===== config.mk =====
export PLATFORM = sky130hd
export DESIGN_NAME = regfile_arbiter
export DESIGN_NICKNAME = d
export VERILOG_FILES = /design/src/rtl/regfile_arbiter.sv
export SDC_FILE = /design/constraint.sdc
export NUM_CORES = 1
export LEC_CHECK = 0
export BUFFER_PORTS_ARGS = -buffer_cell sky130_fd_sc_hd__buf_2
export CORE_ASPECT_RATIO = 0.6
export CORE_MARGIN = 2
export CORE_UTILIZATION = 33
export CTS_BUF_LIST = sky130_fd_sc_hd__clkbuf_16
export CTS_CLUSTER_SIZE = 14
export DETAILED_ROUTE_END_ITERATION = 8
export PLACE_DENSITY = 0.66
export SYNTH_ARGS = -nofsm -noshare
export SYNTH_HDL_FRONTEND = slang
export SYNTH_SLANG_ARGS = --single-unit

===== constraint.sdc =====
create_clock -name clk -period 2.5 [get_ports clk]
set_input_delay 0.625 -clock clk [delete_from_list [all_inputs] [get_ports clk]]
set_output_delay 0.625 -clock clk [all_outputs]
set_load 0.005 [all_outputs]

===== src/rtl/regfile_arbiter.sv =====
// -----------------------------------------------------------------------------
// regfile_arbiter
//
// Arbitrates two requesters (A and B) onto a single-port register file.
// At most one access is performed per cycle. The grant is combinational in the
// request cycle, and the register-file controls are routed from the grantee.
// A requester that asserts lock while granted keeps ownership for as long as it
// holds req. Read data is captured one cycle after the grant and is shared by
// both requesters. rvalid_a/rvalid_b indicate which requester owns it.
//
// Configuration macro:
//   RF_ARB_FIXED_PRI_EN  defined   : A always wins a tie in IDLE.
//                        undefined : round robin. The requester that was not
//                                    granted most recently wins a tie.
//
// Ports:
//   clk, rst                 clock, asynchronous active-high reset
//   req_a/b, we_a/b          request, 1 = write / 0 = read
//   lock_a/b                 keep ownership after the current grant
//   addr_a/b  [AW:0]         target register
//   wdata_a/b [DW:0]         write data
//   gnt_a/b                  access performed this cycle (combinational)
//   rvalid_a/b               rdata valid for A / B (registered)
//   rdata     [DW:0]         registered read data
//   rf_we, rf_waddr, rf_raddr, rf_wdata   register-file controls
//   rf_rdata  [DW:0]         combinational read data from the register file
// -----------------------------------------------------------------------------
module regfile_arbiter #(
    parameter int AW = 2,
    parameter int DW = 16
) (
    input  logic          clk,
    input  logic          rst,
    input  logic          req_a,
    input  logic          req_b,
    input  logic          we_a,
    input  logic          we_b,
    input  logic          lock_a,
    input  logic          lock_b,
    input  logic [AW:0]   addr_a,
    input  logic [AW:0]   addr_b,
    input  logic [DW:0]   wdata_a,
    input  logic [DW:0]   wdata_b,
    output logic          gnt_a,
    output logic          gnt_b,
    output logic          rvalid_a,
    output logic          rvalid_b,
    output logic [DW:0]   rdata,
    output logic          rf_we,
    output logic [AW:0]   rf_waddr,
    output logic [AW:0]   rf_raddr,
    output logic [DW:0]   rf_wdata,
    input  logic [DW:0]   rf_rdata
);

    typedef enum logic [1:0] {
        IDLE  = 2'd0,
        OWN_A = 2'd1,
        OWN_B = 2'd2
    } state_t;

    state_t        state_q;
    state_t        state_d;
    logic          gnt_a_s;
    logic          gnt_b_s;
    logic [AW:0]   addr_hold_q;
    logic [AW:0]   addr_hold_d;
    logic [DW:0]   wdata_hold_q;
    logic [DW:0]   wdata_hold_d;
    logic [AW:0]   addr_sel_s;
    logic [DW:0]   wdata_sel_s;
    logic          rvalid_a_q;
    logic          rvalid_b_q;
    logic [DW:0]   rdata_q;
    logic [DW:0]   rdata_d;

`ifndef RF_ARB_FIXED_PRI_EN
    // last_b_q = 1 when B was the most recent grantee.
    logic          last_b_q;
    logic          last_b_d;
`endif

    // Arbitration and next-state logic.
    always_comb begin
        gnt_a_s = 1'b0;
        gnt_b_s = 1'b0;
        state_d = IDLE;
`ifndef RF_ARB_FIXED_PRI_EN
        last_b_d = last_b_q;
`endif
        case (state_q)
            IDLE: begin
                if (req_a && req_b) begin
`ifdef RF_ARB_FIXED_PRI_EN
                    gnt_a_s = 1'b1;
`else
                    if (last_b_q) begin
                        gnt_a_s = 1'b1;
                    end else begin
                        gnt_b_s = 1'b1;
                    end
`endif
                end else begin
                    gnt_a_s = req_a;
                    gnt_b_s = req_b;
                end
            end
            OWN_A: begin
                gnt_a_s = req_a;
            end
            OWN_B: begin
                gnt_b_s = req_b;
            end
            default: begin
                // Unreachable encoding: grant nothing and fall back to IDLE.
                gnt_a_s = 1'b0;
                gnt_b_s = 1'b0;
            end
        endcase

        // No access may be granted while reset is asserted.
        if (rst) begin
            gnt_a_s = 1'b0;
            gnt_b_s = 1'b0;
        end else begin
            gnt_a_s = gnt_a_s;
            gnt_b_s = gnt_b_s;
        end

        // Without a grant, ownership is released. This covers dropping req in OWN_x.
        if (gnt_a_s) begin
            state_d = lock_a ? OWN_A : IDLE;
`ifndef RF_ARB_FIXED_PRI_EN
            last_b_d = 1'b0;
`endif
        end else if (gnt_b_s) begin
            state_d = lock_b ? OWN_B : IDLE;
`ifndef RF_ARB_FIXED_PRI_EN
            last_b_d = 1'b1;
`endif
        end else begin
            state_d = IDLE;
        end
    end

    // Register-file routing. Address and data hold their last value with no grant.
    always_comb begin
        addr_sel_s   = addr_hold_q;
        wdata_sel_s  = wdata_hold_q;
        addr_hold_d  = addr_hold_q;
        wdata_hold_d = wdata_hold_q;
        rdata_d      = rdata_q;
        if (gnt_a_s) begin
            addr_sel_s  = addr_a;
            wdata_sel_s = wdata_a;
        end else if (gnt_b_s) begin
            addr_sel_s  = addr_b;
            wdata_sel_s = wdata_b;
        end else begin
            addr_sel_s  = addr_hold_q;
            wdata_sel_s = wdata_hold_q;
        end
        addr_hold_d  = addr_sel_s;
        wdata_hold_d = wdata_sel_s;
        if ((gnt_a_s && !we_a) || (gnt_b_s && !we_b)) begin
            rdata_d = rf_rdata;
        end else begin
            rdata_d = rdata_q;
        end
    end

    // State, round-robin pointer, held routing, and read-return registers.
    always_ff @(posedge clk or posedge rst) begin
        if (rst) begin
            state_q      <= IDLE;
`ifndef RF_ARB_FIXED_PRI_EN
            last_b_q     <= 1'b1;
`endif
            addr_hold_q  <= '0;
            wdata_hold_q <= '0;
            rvalid_a_q   <= 1'b0;
            rvalid_b_q   <= 1'b0;
            rdata_q      <= '0;
        end else begin
            state_q      <= state_d;
`ifndef RF_ARB_FIXED_PRI_EN
            last_b_q     <= last_b_d;
`endif
            addr_hold_q  <= addr_hold_d;
            wdata_hold_q <= wdata_hold_d;
            rvalid_a_q   <= gnt_a_s & ~we_a;
            rvalid_b_q   <= gnt_b_s & ~we_b;
            rdata_q      <= rdata_d;
        end
    end

    assign gnt_a    = gnt_a_s;
    assign gnt_b    = gnt_b_s;
    assign rf_we    = (gnt_a_s & we_a) | (gnt_b_s & we_b);
    assign rf_waddr = addr_sel_s;
    assign rf_raddr = addr_sel_s;
    assign rf_wdata = wdata_sel_s;
    assign rvalid_a = rvalid_a_q;
    assign rvalid_b = rvalid_b_q;
    assign rdata    = rdata_q;

endmodule


; ---- Yosys cells after proc, flatten, opt, wreduce, memory -nomap -nowiden
; Cells that the tools add are included.
[op_classes]
bitwise_logic = 7
n_shift = 0
magnitude_cmp = 0
n_eq_ne = 2
multipliers = 0
n_div = 0
n_mux = 18
n_addsub = 0
n_reduce_logical = 8
[ops]
columns = cell, n
row1 = 17-bit two-way mux, 2
row2 = 1-bit two-way mux, 9
row3 = 2-bit two-way mux, 3
row4 = 3-bit two-way mux, 2
row5 = 1-bit AND, 4
row6 = 1-bit one-hot mux with 2 select lines, 2
row7 = 1-bit logical AND, 3
row8 = 2-bit by 1-bit equality test with 1-bit output (second input constant), 1
row9 = 2-bit equality test (second input constant), 1
row10 = 1-bit logical NOT, 2
row11 = 2-bit logical NOT, 1
row12 = 1-bit inverter, 2
row13 = 2-bit nonzero test, 1
row14 = 1-bit logical OR, 1
row15 = 1-bit OR, 1
[word_totals]
ram_bits = 0
register_bits = 42
rom_bits = 0
input_bits = 65
n_memories = 0
word_cells = 42
latchBits = 0
out_inout_bits = 45

; ---- Logic depth before layout (Yosys ltp)
[depth]
word_depth = 6
depth_mapped = 6
mapped_depth_nobuf = 4

; ---- Least setup slack after synthesis
; Ideal clock, no wire load.
[synth_path]
path_kind = input to output
from = input port req_b
to = output port rf_waddr[0]
path_stages = 6
required_time_ns = 1.875
setup_slack_ns = 0.280
arrival_time_ns = 1.595
path_buffers = 2
cell_sequence = nand2b_1 -> o21ai_1 -> clkbuf_1 -> nor2_1 -> nor2_1 -> buf_4
[synth_between]
elab_chain_cells = 6
elab_cells_between_ends = 9
cone_classes = mux: 8 / reduce/logical: 1
[synth_lines]
columns = element, line_no
row1 = start: declaration, 35  ; input logic req_b,
row2 = 1-bit logical AND, 93  ; if (req_a && req_b) begin
row3 = 1-bit two-way mux, 93
row4 = 1-bit one-hot mux with 2 select lines, 91  ; case (state_q)
row5 = 1-bit two-way mux, 122  ; if (rst) begin
row6 = 3-bit two-way mux, 156  ; end else if (gnt_b_s) begin
row7 = 3-bit two-way mux *, 153  ; if (gnt_a_s) begin
row8 = end: declaration, 50  ; output logic [AW:0] rf_waddr,
; Every way passes the cells marked *; elsewhere a longest branch is shown, timed or not.

; ---- Final worst setup path
[layout_path]
from = input port rst
to = output port rf_wdata[15]
[layout_between]
elab_chain_cells = 3
elab_cells_between_ends = 4
cone_classes = mux: 4
[layout_lines]
columns = element, line_no
row1 = start: declaration, 33  ; input logic rst,
row2 = 1-bit two-way mux, 122
row3 = 17-bit two-way mux, 156
row4 = 17-bit two-way mux *, 153
row5 = end: declaration, 52  ; output logic [DW:0] rf_wdata,
; Marks and branches as above.

==> reports/results.tsv <==
stage	metric	value	unit
outcome	status	completed	
synth	synth_edf_count	0	
floorplan	dieArea	0.005874	sq mm
grt	grt_pass1_vias	1327	
routing	drt-pass1-iter-count	4	
synth	synth_nets	214	
cts	numCtsBuffers	5	
routing	vias	1459	
worst_hold_path	hp-class	flop to flop	
grt	grt_overflow_total	0	
synth	synth_top_area_share	59.12	%
synth	muxShareOfSynthArea	13.19	%
synth	netlist_area	0.001735	sq mm
worst_setup_path	critPathRequiredTime	1880	ps
grt	grt_max_degree	43	
cts	clock_sinks	42	
worst_setup_path	path_max_fanout	6	
routing	ant_nets	0	
synth	async_flop_share	100.0	%
power_and_ir_drop	p_sw	0.0004922	W
floorplan	ios	110	
worst_setup_path	worstSetupPathType	input port to output pin	
cts	cts_tree	built	
job	drv_cap	0	
floorplan	die_y	60.17	um
floorplan	core_area	0.005055	sq mm
worst_setup_path	worstPathArrival	1780	ps
floorplan	rows	20	
synth	yosysMostFrequentCell	nor2_1	
finish	fin_nets	330	
synth	ys_seq_elements	42	
sta	relSlewSlack	65.56	%
synth	netlist_top_cells_count	nor2_1, dfrtp_1, o22ai_1	
synth	synth_top_family_by_area	multiplexers	
placement	port_buffers	109	
sta	slew_violations	0	
synth	yosysTopAreaCell	dfrtp_1	
sta	finalCritPeriodShare	96.20	%
synth	synth_compound_area_share	9.301	%
worst_setup_path	cp-end-kind	output pin	
sta	finalSetupTns	0	ps
routing	routed_wl	4.239	mm
cts	clk_latency	270	ps
power_and_ir_drop	clkPwrFrac	29.8	%
synth	synthSimpleGateAreaFrac	12.11	%
cts	clk_pin_slew	50	ps
sta	finalSetupViolCount	0	
placement	pre_cts_slack	-183.6	ps
sta	setup_ws	94.89	ps
grt	grt_pass1_wl	6.458	mm
floorplan	die_x	97.62	um
synth	yosys_warnings	0	
sta	finalHoldViolCount	0	
synth	yosys.cell_types.count	19	
sta	worst_pin_slew	516.6	ps
sta	finClkSkew	3.348	ps
placement	post-dp-hpwl	2.983	mm
power_and_ir_drop	p_seq_share	45.2	%
synth	ys_seq_area_share	60.63	%
cts	htreeDepth	2	
synth	synthTopCellsByArea	dfrtp_1, nor2_1, mux2_4	
placement	gp_congestion	0.6802	
routing	route.detailed.drc	0	
finish	area_delta_synth_final	47.22	%
cts	clockRootBuffer	clkbuf_16	
grt	antenna_found_initial	0	
worst_setup_path	critPathLaunchType	input port	
sta	fin_crit	2405	ps
power_and_ir_drop	p_comb_share	25.0	%
synth	synth_xor_area_share	0	%
power_and_ir_drop	swShare	25.50	%
grt	grt_use_total	14.17	%
finish	drive_above_1_share	53.41	%
routing	viasPerCell	4.421	
routing	initialDrtViolationCount	47	
synth	synthAdderAreaFrac	0	%
routing	routedWlPerCell	12.85	um
cts	hold_buffers	0	
power_and_ir_drop	p_leak	1.313	nW
synth	postSynthAreaPerCell	11.65	sq um
power_and_ir_drop	power_density	755.6	mW/mm^2
cts	clock_path_buffers	2	
sta	fmax	415.8	MHz
finish	diodes	0	
synth	synth_cells	149	
synth	ys.flop_type	dfrtp_1	
floorplan	initial_utilization	34.33	%
power_and_ir_drop	cellInternalPower	0.001438	W
power_and_ir_drop	ir_worst_vdd	0.3904	mV
-- registers in the layout (all words and copies together), names as in the netlist --
name,cells
rvalid_b,1
last_b_q,1
addr_hold_q,3
state_q,2
wdata_hold_q,17
rdata,17
rvalid_a,1
-- metal layers --
metal | routed length (um) | global-route usage [%] | vias to the layer above
met3 | 355 | 5.146 | 2
met5 | 0 | 0 | -
met4 | 9 | 3.571 | 0
li1 | - | - | 740
met1 | 2115 | 20.87 | 661
met2 | 1758 | 19.70 | 56
-- power by group through the flow --
stage | clock network [W] | registers (W) | logic (W)
after floorplan | 0 | 0.000885 | 0.000237
after global placement | 0 | 0.000882 | 0.000458
after detailed placement | 0 | 0.000881 | 0.000466
after CTS | 0.000593 | 0.000873 | 0.000475
after global routing | 0.000623 | 0.000887 | 0.000533
final | 0.000575 | 0.000873 | 0.000483
-- final cells by class --
cell class / count / area [sq um]
fillers: 475 / 2500
flip-flops and latches: 42 / 1052
multi-input cells: 93 / 648.1
repair buffers: 119 / 628.1
clock buffers: 5 / 125.1
well taps: 66 / 82.58
inverters: 4 / 15.01
clock inverters: 1 / 3.754
-- cell usage in the layout, fill, tap and decap left out --
master,instances
clkinv_1,2
mux2_1,7
and2_1,2
nor2_1,44
dfstp_2,1
a22o_1,1
buf_6,2
buf_4,8
o22a_1,1
mux2_4,10
nor3b_4,1
nor3b_1,1
a21oi_4,1
o22ai_1,20
o21ai_4,2
clkbuf_16,5
dfrtp_1,41
buf_2,109
o21ai_2,1
inv_1,3
nand2b_2,1
nand2b_1,1
-- metrics by stage --
step | cells | total power [W] | util [%] | hold WS, ps | cell area [sq um]
4_1_cts | 327 | 0.001941 | 49.48 | 488.1 | 2501
5_1_grt | 330 | 0.002043 | 50.54 | 493.6 | 2555
2_1_floorplan | 149 | 0.001122 | - | 486.4 | 1735
6_report | 330 | 0.001930 | 50.54 | 483.8 | 2555
3_5_place_dp | 320 | 0.001347 | 46.61 | 475.5 | 2356
3_3_place_gp | 320 | 0.001340 | 46.61 | 471.0 | 2356
-- critical path, cell delays in order --
cell and delay [ps]:
buf_2 150, nor3b_4 340, o21ai_4 110, buf_4 180, o22ai_1 170, nor2_1 80, buf_2 130
-- cell families (layout without fill, tap and decap cells) --
logic type | Yosys count | in the layout
AOI/OAI and AO/OA | 25 | 26
buffers and inverters | 15 | 129
DFF | 42 | 42
muxes | 17 | 17
and+or+nand+nor | 50 | 50
-- worst paths after layout --
kind | from | to | slack, ps | cells after the start
worst max-delay path | rst | rf_wdata[15] | 90 | 7
worst min-delay path | rdata[16] | rdata[16] | 480 | 1
max in group asynchronous | rst | last_b_q | 1600 | 3
min in group asynchronous | rst | addr_hold_q[2] | 540 | 3
worst min register to register | rdata[16] | rdata[16] | 480 | 1
worst max register to register | last_b_q | rdata[16] | 540 | 5
-- repair_timing --
| item | 4_1_cts | 5_1_grt |
|---|---|---|
| endpoints found under the hold margin | 0 | 0 |
| buffers inserted | 0 | 3 |
| pin swaps | 1 | 2 |
| gates resized for setup | 1 | 6 |
| setup endpoints to repair | 25 | 24 |
| gates cloned | 1 | 0 |
Note: power is estimated with default switching activity, not from simulation.
